File: config.mk
export PLATFORM = sky130hd
export DESIGN_NAME = fetch_stage_flat
export DESIGN_NICKNAME = d
export VERILOG_FILES = /design/src/rtl/fetch_stage_if.sv /design/src/rtl/fetch_stage.sv /design/src/flat_wrapper.sv
export SDC_FILE = /design/constraint.sdc
export NUM_CORES = 1
export LEC_CHECK = 0
export CORE_UTILIZATION = 49
export CTS_CLUSTER_SIZE = 28
export DETAILED_ROUTE_END_ITERATION = 10
export HOLD_SLACK_MARGIN = 0.08
export PLACE_DENSITY_LB_ADDON = 0.05
export SLEW_MARGIN = 15
export SYNTH_ARGS = -nofsm -noshare
export SYNTH_HDL_FRONTEND = slang
export SYNTH_SLANG_ARGS = --single-unit
export TNS_END_PERCENT = 100
File: constraint.sdc
create_clock -name clk -period 4.2 [get_ports clk]
set_input_delay 0.84 -clock clk [delete_from_list [all_inputs] [get_ports clk]]
set_output_delay 0.84 -clock clk [all_outputs]
set_load 0.01 [all_outputs]
File: src/rtl/fetch_stage_if.sv
// Instruction-memory/cache read handshake between the fetch stage and imem.
// The fetch stage is the master: it raises imem_req with imem_addr and holds
// both until the one-cycle imem_done pulse returns imem_rdata.
interface fetch_stage_if;
    logic        imem_req;
    logic [15:0] imem_addr;
    logic [15:0] imem_rdata;
    logic        imem_done;

    modport master (
        output imem_req,
        output imem_addr,
        input  imem_rdata,
        input  imem_done
    );

    modport slave (
        input  imem_req,
        input  imem_addr,
        output imem_rdata,
        output imem_done
    );
endinterface

File: src/rtl/fetch_stage.sv
// Instruction-fetch stage plus IF/ID pipeline register for the 16-bit core.
// Owns the PC, runs the variable-latency imem handshake, parks a word in a
// one-entry skid buffer during load-use stalls, drains orphaned requests after
// a redirect and stops fetching once a HALT has been delivered.
module fetch_stage #(
    parameter logic [15:0] RESET_PC  = 16'h0000,
    parameter logic [4:0]  HALT_OPC  = 5'b00000,
    parameter logic [15:0] NOP_INSTR = 16'h0800
) (
    input  logic                 clk,
    input  logic                 rst,
    input  logic                 hazard_stall,
    input  logic                 redirect,
    input  logic [15:0]          redirect_pc,
    fetch_stage_if.master        imem,
    output logic [15:0]          PC_val,
    output logic [15:0]          PC_next,
    output logic [15:0]          ID_Instr_out,
    output logic [15:0]          ID_pc_2_w_out,
    output logic                 ID_halt_out,
    output logic                 ID_valid_out,
    output logic                 halted
);

    typedef enum logic [1:0] {
        S_FETCH,
        S_WAIT,
        S_DRAIN,
        S_HALTED
    } state_t;

    state_t      state_q, state_d;
    logic [15:0] pc_q, pc_d;
    logic [15:0] addr_q, addr_d;
    logic        req_q, req_d;
    logic [15:0] id_instr_q, id_instr_d;
    logic [15:0] id_pc2_q, id_pc2_d;
    logic        id_halt_q, id_halt_d;
    logic        id_valid_q, id_valid_d;
    logic        skid_full_q, skid_full_d;
    logic [15:0] skid_instr_q, skid_instr_d;
    logic [15:0] skid_pc2_q, skid_pc2_d;
    logic        skid_halt_q, skid_halt_d;

    logic [15:0] pc_plus2;
    logic        deliver;
    logic        word_is_halt;
    logic        outstanding;

    assign pc_plus2     = pc_q + 16'd2;
    assign word_is_halt = (imem.imem_rdata[15:11] == HALT_OPC);
    // A request is still in flight when it is raised and no done has come back.
    assign outstanding  = req_q && !imem.imem_done;
    assign deliver      = req_q && imem.imem_done &&
                          ((state_q == S_FETCH) || (state_q == S_WAIT));

    // Next-state logic: redirect first, then delivery / skid drain / bubbles.
    always_comb begin
        state_d      = state_q;
        pc_d         = pc_q;
        id_instr_d   = id_instr_q;
        id_pc2_d     = id_pc2_q;
        id_halt_d    = id_halt_q;
        id_valid_d   = id_valid_q;
        skid_full_d  = skid_full_q;
        skid_instr_d = skid_instr_q;
        skid_pc2_d   = skid_pc2_q;
        skid_halt_d  = skid_halt_q;

        if (redirect) begin
            pc_d        = redirect_pc;
            id_instr_d  = NOP_INSTR;
            id_halt_d   = 1'b0;
            id_valid_d  = 1'b0;
            skid_full_d = 1'b0;
            state_d     = (outstanding && (state_q != S_HALTED)) ? S_DRAIN : S_FETCH;
        end else begin
            if (deliver) begin
                pc_d    = pc_plus2;
                state_d = word_is_halt ? S_HALTED : S_FETCH;
            end else if (outstanding && (state_q == S_FETCH)) begin
                state_d = S_WAIT;
            end else if (req_q && imem.imem_done && (state_q == S_DRAIN)) begin
                state_d = S_FETCH;
            end

            if (!hazard_stall) begin
                if (deliver) begin
                    id_instr_d = imem.imem_rdata;
                    id_pc2_d   = pc_plus2;
                    id_halt_d  = word_is_halt;
                    id_valid_d = 1'b1;
                end else if (skid_full_q) begin
                    id_instr_d  = skid_instr_q;
                    id_pc2_d    = skid_pc2_q;
                    id_halt_d   = skid_halt_q;
                    id_valid_d  = 1'b1;
                    skid_full_d = 1'b0;
                end else begin
                    id_instr_d = NOP_INSTR;
                    id_halt_d  = 1'b0;
                    id_valid_d = 1'b0;
                end
            end else if (deliver) begin
                skid_instr_d = imem.imem_rdata;
                skid_pc2_d   = pc_plus2;
                skid_halt_d  = word_is_halt;
                skid_full_d  = 1'b1;
            end
        end

        // The address is frozen while a request is in flight (including DRAIN,
        // where the PC already holds the redirect target); otherwise it tracks
        // the PC that the next request will use.
        req_d  = (state_d != S_HALTED) && !skid_full_d;
        addr_d = outstanding ? addr_q : pc_d;
    end

    // State, PC, handshake and IF/ID registers.
    always_ff @(posedge clk or posedge rst) begin
        if (rst) begin
            state_q      <= S_FETCH;
            pc_q         <= RESET_PC;
            addr_q       <= RESET_PC;
            req_q        <= 1'b0;
            id_instr_q   <= NOP_INSTR;
            id_pc2_q     <= '0;
            id_halt_q    <= 1'b0;
            id_valid_q   <= 1'b0;
            skid_full_q  <= 1'b0;
            skid_instr_q <= NOP_INSTR;
            skid_pc2_q   <= '0;
            skid_halt_q  <= 1'b0;
        end else begin
            state_q      <= state_d;
            pc_q         <= pc_d;
            addr_q       <= addr_d;
            req_q        <= req_d;
            id_instr_q   <= id_instr_d;
            id_pc2_q     <= id_pc2_d;
            id_halt_q    <= id_halt_d;
            id_valid_q   <= id_valid_d;
            skid_full_q  <= skid_full_d;
            skid_instr_q <= skid_instr_d;
            skid_pc2_q   <= skid_pc2_d;
            skid_halt_q  <= skid_halt_d;
        end
    end

    assign imem.imem_req  = req_q;
    assign imem.imem_addr = addr_q;
    assign PC_val         = pc_q;
    assign PC_next        = pc_plus2;
    assign ID_Instr_out   = id_instr_q;
    assign ID_pc_2_w_out  = id_pc2_q;
    assign ID_halt_out    = id_halt_q;
    assign ID_valid_out   = id_valid_q;
    assign halted         = (state_q == S_HALTED);

endmodule

File: src/flat_wrapper.sv
// flat-port wrapper written by rule: the top's interface ports become plain ports
module fetch_stage_flat 
#(
    parameter logic [15:0] RESET_PC  = 16'h0000,
    parameter logic [4:0]  HALT_OPC  = 5'b00000,
    parameter logic [15:0] NOP_INSTR = 16'h0800
)
  (clk, rst, hazard_stall, redirect, redirect_pc, PC_val, PC_next, ID_Instr_out, ID_pc_2_w_out, ID_halt_out, ID_valid_out, halted, imem_imem_req, imem_imem_addr, imem_imem_rdata, imem_imem_done);
  fetch_stage_if imem_i ();
  input  logic clk;
  input  logic rst;
  input  logic hazard_stall;
  input  logic redirect;
  input  logic [15:0] redirect_pc;
  output logic [15:0] PC_val;
  output logic [15:0] PC_next;
  output logic [15:0] ID_Instr_out;
  output logic [15:0] ID_pc_2_w_out;
  output logic ID_halt_out;
  output logic ID_valid_out;
  output logic halted;
  output wire logic [$bits(imem_i.imem_req)-1:0] imem_imem_req;
  output wire logic [$bits(imem_i.imem_addr)-1:0] imem_imem_addr;
  input wire logic [$bits(imem_i.imem_rdata)-1:0] imem_imem_rdata;
  input wire logic [$bits(imem_i.imem_done)-1:0] imem_imem_done;
  assign imem_imem_req = imem_i.imem_req;
  assign imem_imem_addr = imem_i.imem_addr;
  assign imem_i.imem_rdata = imem_imem_rdata;
  assign imem_i.imem_done = imem_imem_done;
  fetch_stage #(.RESET_PC(RESET_PC), .HALT_OPC(HALT_OPC), .NOP_INSTR(NOP_INSTR)) u_core (.clk(clk), .rst(rst), .hazard_stall(hazard_stall), .redirect(redirect), .redirect_pc(redirect_pc), .imem(imem_i), .PC_val(PC_val), .PC_next(PC_next), .ID_Instr_out(ID_Instr_out), .ID_pc_2_w_out(ID_pc_2_w_out), .ID_halt_out(ID_halt_out), .ID_valid_out(ID_valid_out), .halted(halted));
endmodule
# [Yosys cells after proc, flatten, opt, wreduce, memory -nomap -nowiden]
# Index checks and enable logic that the tools add are counted.
[word_totals] reg_bits=103 romBits=0 out_inout_bits=84 ram_bits=0 latchBits=0 memories=0 word_cells=62
[op_classes] n_shift=0 reduce_logical=15 addsub=1 muxes=26 bitwise=2 div=0 n_eq_ne=6 magnitude_cmp=0 mul=0
[ops] cell="two-way mux 16 bit" n=8
[ops] cell="adder 16 x 2 -> 16 bit, second input constant" n=1
[ops] cell="two-way mux 1 bit" n=12
[ops] cell="two-way mux 2 bit" n=6
[ops] cell="logical AND 1 bit" n=7
[ops] cell="AND reduction 3 bit" n=2
[ops] cell="logical NOT 5 bit" n=1
[ops] cell="equality test 2 bit, second input constant" n=2
[ops] cell="inequality test 2 bit, second input constant" n=2
[ops] cell="equality test 2 x 1 -> 1 bit, second input constant" n=1
[ops] cell="logical NOT 1 bit" n=2
[ops] cell="logical NOT 2 bit" n=1
[ops] cell="inequality test 2 x 1 -> 1 bit, second input constant" n=1
[ops] cell="inverter 1 bit" n=2
[ops] cell="nonzero test 2 bit" n=1
[ops] cell="logical OR 1 bit" n=1

# [Depth between registers and ports, before layout]
[logic_depth] depth_word=8 depth_mapped=7

# [Worst setup path after synthesis]
# No wires, ideal clock.
[synth_path] path_kind="register to output" from="register u_core.pc_q[2], in the netlist u_core.PC_val[2]" to="output PC_next[15]" slack_ns=1.734 stages_incl_launch_ff=7 path_buffers=1 arrival_ns=1.626 path_cell_list="dfrtp_1 > ha_1 > nand3_1 > buf_2 > nor4_1 > xnor2_1 > inv_1"
[synth_via] elab_chain_cells=1
[synth_rtl] element="start: declaration" line="fetch_stage.sv:33" source="logic [15:0] pc_q, pc_d;"
[synth_rtl] element="start signal: assignment" line="fetch_stage.sv:136" source="pc_q <= pc_d;"
[synth_rtl] element="adder 16 x 2 -> 16 bit" line="fetch_stage.sv:50" source="assign pc_plus2 = pc_q + 16'd2;"
[synth_rtl] element="end: declaration" line="flat_wrapper.sv:16" source="output logic [15:0] PC_next;"
# No other way between the ends.

# [Final worst setup path]
[layout_path] from="register u_core.pc_q[1], in the netlist u_core.PC_val[1]" to="output PC_next[15]"
# The elaborated chain is that of the path after synthesis.

==> results.md <==
| Step | Parameter | Value |
|:---|:---|:---|
| global route | Global-route total usage across every layer | 24.9% |
| global route | Number of antenna violations at the first check in global routing | 0 |
| synth | Adder and majority gate portion of the synthesized area | 0.244% |
| sta | Worst setup skew after layout | 13.5 ps |
| route | Via count | 4320 |
| route | Routed WL | 12900 um |
| clocking | Worst-skew pair later-pin latency | 370 ps |
| sta | Final hold vios | 0 |
| placed design | Weighted congestion reported at the end of routability-driven placement | 0.809 |
| synth | Predominant post-synthesis flop cell | sky130_fd_sc_hd__dfrtp_1 |
| floorplan | Core ar. | 10200 sq um |
| synth | Share of cell area taken by muxes after synthesis | 6.94% |
| synth | Ranking of synthesized cells by area | sky130_fd_sc_hd__dfrtp_1 (49%), sky130_fd_sc_hd__nand2_1 (6.6%), sky130_fd_sc_hd__mux2_2 (6.4%) |
| worst setup path | Crit path max fanout | 11 |
| worst setup path | Category of the worst setup path launch point | flop |
| floorplan | Die Ht | 104 um |
| floorplan | Starting utilization of the core area | 50.2% |
| floorplan | Die area | 10900 sq um |
| synth | Flip-flop and latch count after synthesis | 103 |
| global route | GR Overflow Total | 0 |
| synth | Average instance area after synthesis | 9.56 sq um |
| final layout | Net count, final | 673 |
| worst setup path | Largest incremental delay on the critical path | 540 ps |
| worst setup path | Worst path cell trace | ha_1, nand3_1, nor4_1, xnor2_1, inv_1, clkdlybuf4s50_1 |
| final layout | Share of cells above drive strength 1 | 10.9% |
| sta | Aggregate negative setup slack | 0 ps |
| floorplan | Placement row count | 37 |
| synth | Post-synthesis simple-gate area fraction | 22.1% |
| route | DRC violation total after the first TritonRoute iteration | 227 |
| pwr | Post-route total power | 3.01 mW |
| clocking | Number of buffers inserted to repair setup after CTS | 0 |
| placed design | Post-DP Area | 6380 sq um |
| synth | Warnings, synthesis | 0 |
| final layout | Final cell area excluding filler cells | 6620 sq um |
| synth | Post-synthesis async set-or-reset flop share | 100% |
| placed design | Half-perimeter wire length after detailed placement | 8910 um |
| worst setup path | CP Capture Type | output port |
| clocking | Clock Tree Buf Depth | 2 |
| synth | Distinct cell type count after synthesis | 54 |
| final layout | Ant diodes | 0 |
| clocking | Buffer type at the clock tree root | sky130_fd_sc_hd__clkbuf_8 |
| clocking | Number of CTS-inserted buffers | 9 |
| sta | Highest achievable clock rate | 0.274 GHz |
| sta | Final clock period utilization by the worst path | 86.8% |
| route | DRC errors left | 0 |
| floorplan | Chip width | 104 um |
| final layout | Core utilization of the finished layout | 64.7% |
| synth | Top-area cell type share of the netlist area | 49.2% |
| route | Average vias per placed instance | 5.57 |
| synth | Post-synth design cell area | 5140 sq um |
| global route | Pin count of the biggest net entering global routing | 56 |
| job | Maxcap violations | 0 |
| placed design | Setup WS pre-CTS | 937 ps |
| clocking | CTS-repair resized insts | 0 |
| clocking | Number of buffers added to fix hold violations after cts | 0 |
| global route | Wire length of the first global-routing pass | 21600 um |
| clocking | CTS sink cnt | 103 |
| sta | Relative max-transition margin | 49.8% |
| route | Remaining number of nets flagged by the antenna check after routing | 0 |
| synth | Combinational family with the most area after synthesis | simple AND/OR/NAND/NOR gates |
| sta | Min Clock Period, post-route | 3650 ps |
| sta | Unrepaired setup endpoints after global routing | false |
| pwr | Power density over the cells | 455 nW/um^2 |
| sta | Final worst setup slack | 555 ps |
| synth | Number of enable flip-flop cells after synthesis | 0 |
| synth | Number of nets in the synthesized netlist | 575 |
| pwr | VDD IR max | 0.000231 V |
| global route | Via count of the first global-routing pass | 4167 |
| status | Result of the run | finished, final reports clean |
| synth | Post-synthesis compound-gate area fraction | 13.0% |
| sta | # setup viols final | 0 |
| floorplan | Boundary Pins | 121 |
| route | Detailed-router iteration count before antenna repair | 5 |
| synth | Post-Syn Instances | 537 |
| worst setup path | Slowest stage cell, crit path | sky130_fd_sc_hd__dfrtp_1 |
| clocking | Maximum level of the CTS H-tree | 3 |
| worst setup path | Category of the critical setup timing path | flop to output port |
| pwr | Leakage | 2.74 nW |
| final layout | Area growth from synthesis to layout | 28.8% |
| worst setup path | Required time at the worst-slack endpoint | 3360 ps |
| worst setup path | Worst Path Arrival | 2810 ps |
| clocking | CTS tree | yes |
| synth | Most numerous cell types in the synthesized netlist | sky130_fd_sc_hd__dfrtp_1 (101), sky130_fd_sc_hd__nand2_1 (90), sky130_fd_sc_hd__nand3_1 (33) |
| clocking | Clock-pin slew on the worst setup and hold paths | 100 ps |
| sta | Pins over their slew limit | 0 |
| sta | Slew @ Worst Pin | 750 ps |
| synth | Count leader, synth | sky130_fd_sc_hd__dfrtp_1 |
| synth | XOR/XNOR Fraction of Synth Area | 2.56% |
| worst hold path | Worst min path class | flop to flop |
| synth | Sequential area share after synthesis | 50.2% |
| placed design | PortBufs | 120 |
| synth | Library cell with the largest summed area after synthesis | sky130_fd_sc_hd__dfrtp_1 |
| route | Per-cell routed wire length | 16.6 um |
==> routing by layer <==
metal / GRT usage (%) / share of wire, % / vias up / wire [um]
met2: 35.7 / 43 / 143 / 5520
met3: 4.95 / 5.7 / 9 / 739
met5: 0 / 0 / - / 0
li1: - / - / 2067 / -
met4: 5.92 / 0.83 / 0 / 107
met1: 38.6 / 51 / 2101 / 6520
==> path summary, 6_finish.rpt <==
check	start	endpoint	slack, ps	cells past startpoint
max	u_core.PC_val[1]$_DFF_PP0_	PC_next[15]	550	6
min	u_core.skid_halt_q$_DFFE_PP0P_	u_core.skid_halt_q$_DFFE_PP0P_	490	2
max reg2reg	u_core.imem.imem_req$_DFF_PP0_	u_core.skid_instr_q[6]$_DFFE_PP0P_	1920	4
min reg2reg	u_core.skid_halt_q$_DFFE_PP0P_	u_core.skid_halt_q$_DFFE_PP0P_	490	2
max in group asynchronous	rst	u_core.skid_instr_q[11]$_DFFE_PP1P_	2410	3
min in group asynchronous	rst	u_core.skid_pc2_q[14]$_DFFE_PP0P_	930	2
==> critical path: cells and delay by family, from the launching register on <==
family                     cells  cell delay (ps)
adders and majority gates      1              290
and+or+nand+nor                2              820
DFF                            1              540
xor gates and xnor gates       1              220
buffers and inverters          2              560
==> through the flow <==
stage	instances	hold slack (ps)
2_1_floorplan	537	449
3_3_place_gp	760	460
3_5_place_dp	760	466
4_1_cts	776	491
5_1_grt	776	515
6_report	776	487
==> kinds of logic (layout without fill, tap and decap cells) <==
| group | count (synthesis) | after routing |
|---|---|---|
| XOR/XNOR | 15 | 15 |
| flip-flops | 103 | 103 |
| AND/OR/NAND/NOR | 222 | 222 |
| AO/OA/AOI/OAI | 107 | 107 |
| adder cells (fa/ha/maj) | 1 | 1 |
| multiplexers | 32 | 32 |
| buffers and inverters | 57 | 160 |
==> state kept, by name (all words and copies together) (netlist names) <==
register,cells
u_core.imem.imem_req,1
u_core.skid_halt_q,1
u_core.PC_val,16
u_core.skid_full_q,1
u_core.ID_valid_out,1
u_core.skid_instr_q,16
u_core.ID_Instr_out,16
u_core.ID_halt_out,1
u_core.imem.imem_addr,16
u_core.state_q,2
u_core.ID_pc_2_w_out,16
u_core.skid_pc2_q,16
==> cell type report <==
cell class                 instances  area, sq um
clock buffer                       9          124
clock inverter                     7          101
fill                             874         3620
inverter                          15         58.8
multi-input combinational        377         2320
sequential                       103         2580
tap                              136          170
timing repair buffer             129         1260
==> cells in the final DEF, fill, tap and decap left out, types with 3 or more instances in the layout <==
cell,count
sky130_fd_sc_hd__inv_1,14
sky130_fd_sc_hd__and3_1,7
sky130_fd_sc_hd__nor3_1,19
sky130_fd_sc_hd__nand3b_1,3
sky130_fd_sc_hd__a21oi_1,30
sky130_fd_sc_hd__o31ai_1,6
sky130_fd_sc_hd__clkdlybuf4s50_1,119
sky130_fd_sc_hd__nor3b_1,3
sky130_fd_sc_hd__a21boi_0,3
sky130_fd_sc_hd__clkbuf_8,9
sky130_fd_sc_hd__nand2_1,90
sky130_fd_sc_hd__nand4_1,5
sky130_fd_sc_hd__a21o_1,17
sky130_fd_sc_hd__mux2_2,29
sky130_fd_sc_hd__buf_4,9
sky130_fd_sc_hd__or2_2,4
sky130_fd_sc_hd__or3_1,6
sky130_fd_sc_hd__o211ai_1,4
sky130_fd_sc_hd__xnor2_1,11
sky130_fd_sc_hd__nor2b_1,4
sky130_fd_sc_hd__o21ai_0,26
sky130_fd_sc_hd__dfrtp_1,101
sky130_fd_sc_hd__o221ai_1,4
sky130_fd_sc_hd__nor2_1,25
sky130_fd_sc_hd__xor2_1,4
sky130_fd_sc_hd__nand3_1,33
sky130_fd_sc_hd__a31oi_1,3
sky130_fd_sc_hd__mux2i_1,3
sky130_fd_sc_hd__nor4_1,6
==> power breakdown <==
part | internal (mW) | total [mW] | switching, mW
clock | 0.343 | 0.704 | 0.361
sequential | 1.23 | 1.40 | 0.172
combinational | 0.486 | 0.904 | 0.418
total | 2.06 | 3.01 | 0.950
(Power assumes the default switching activity.)
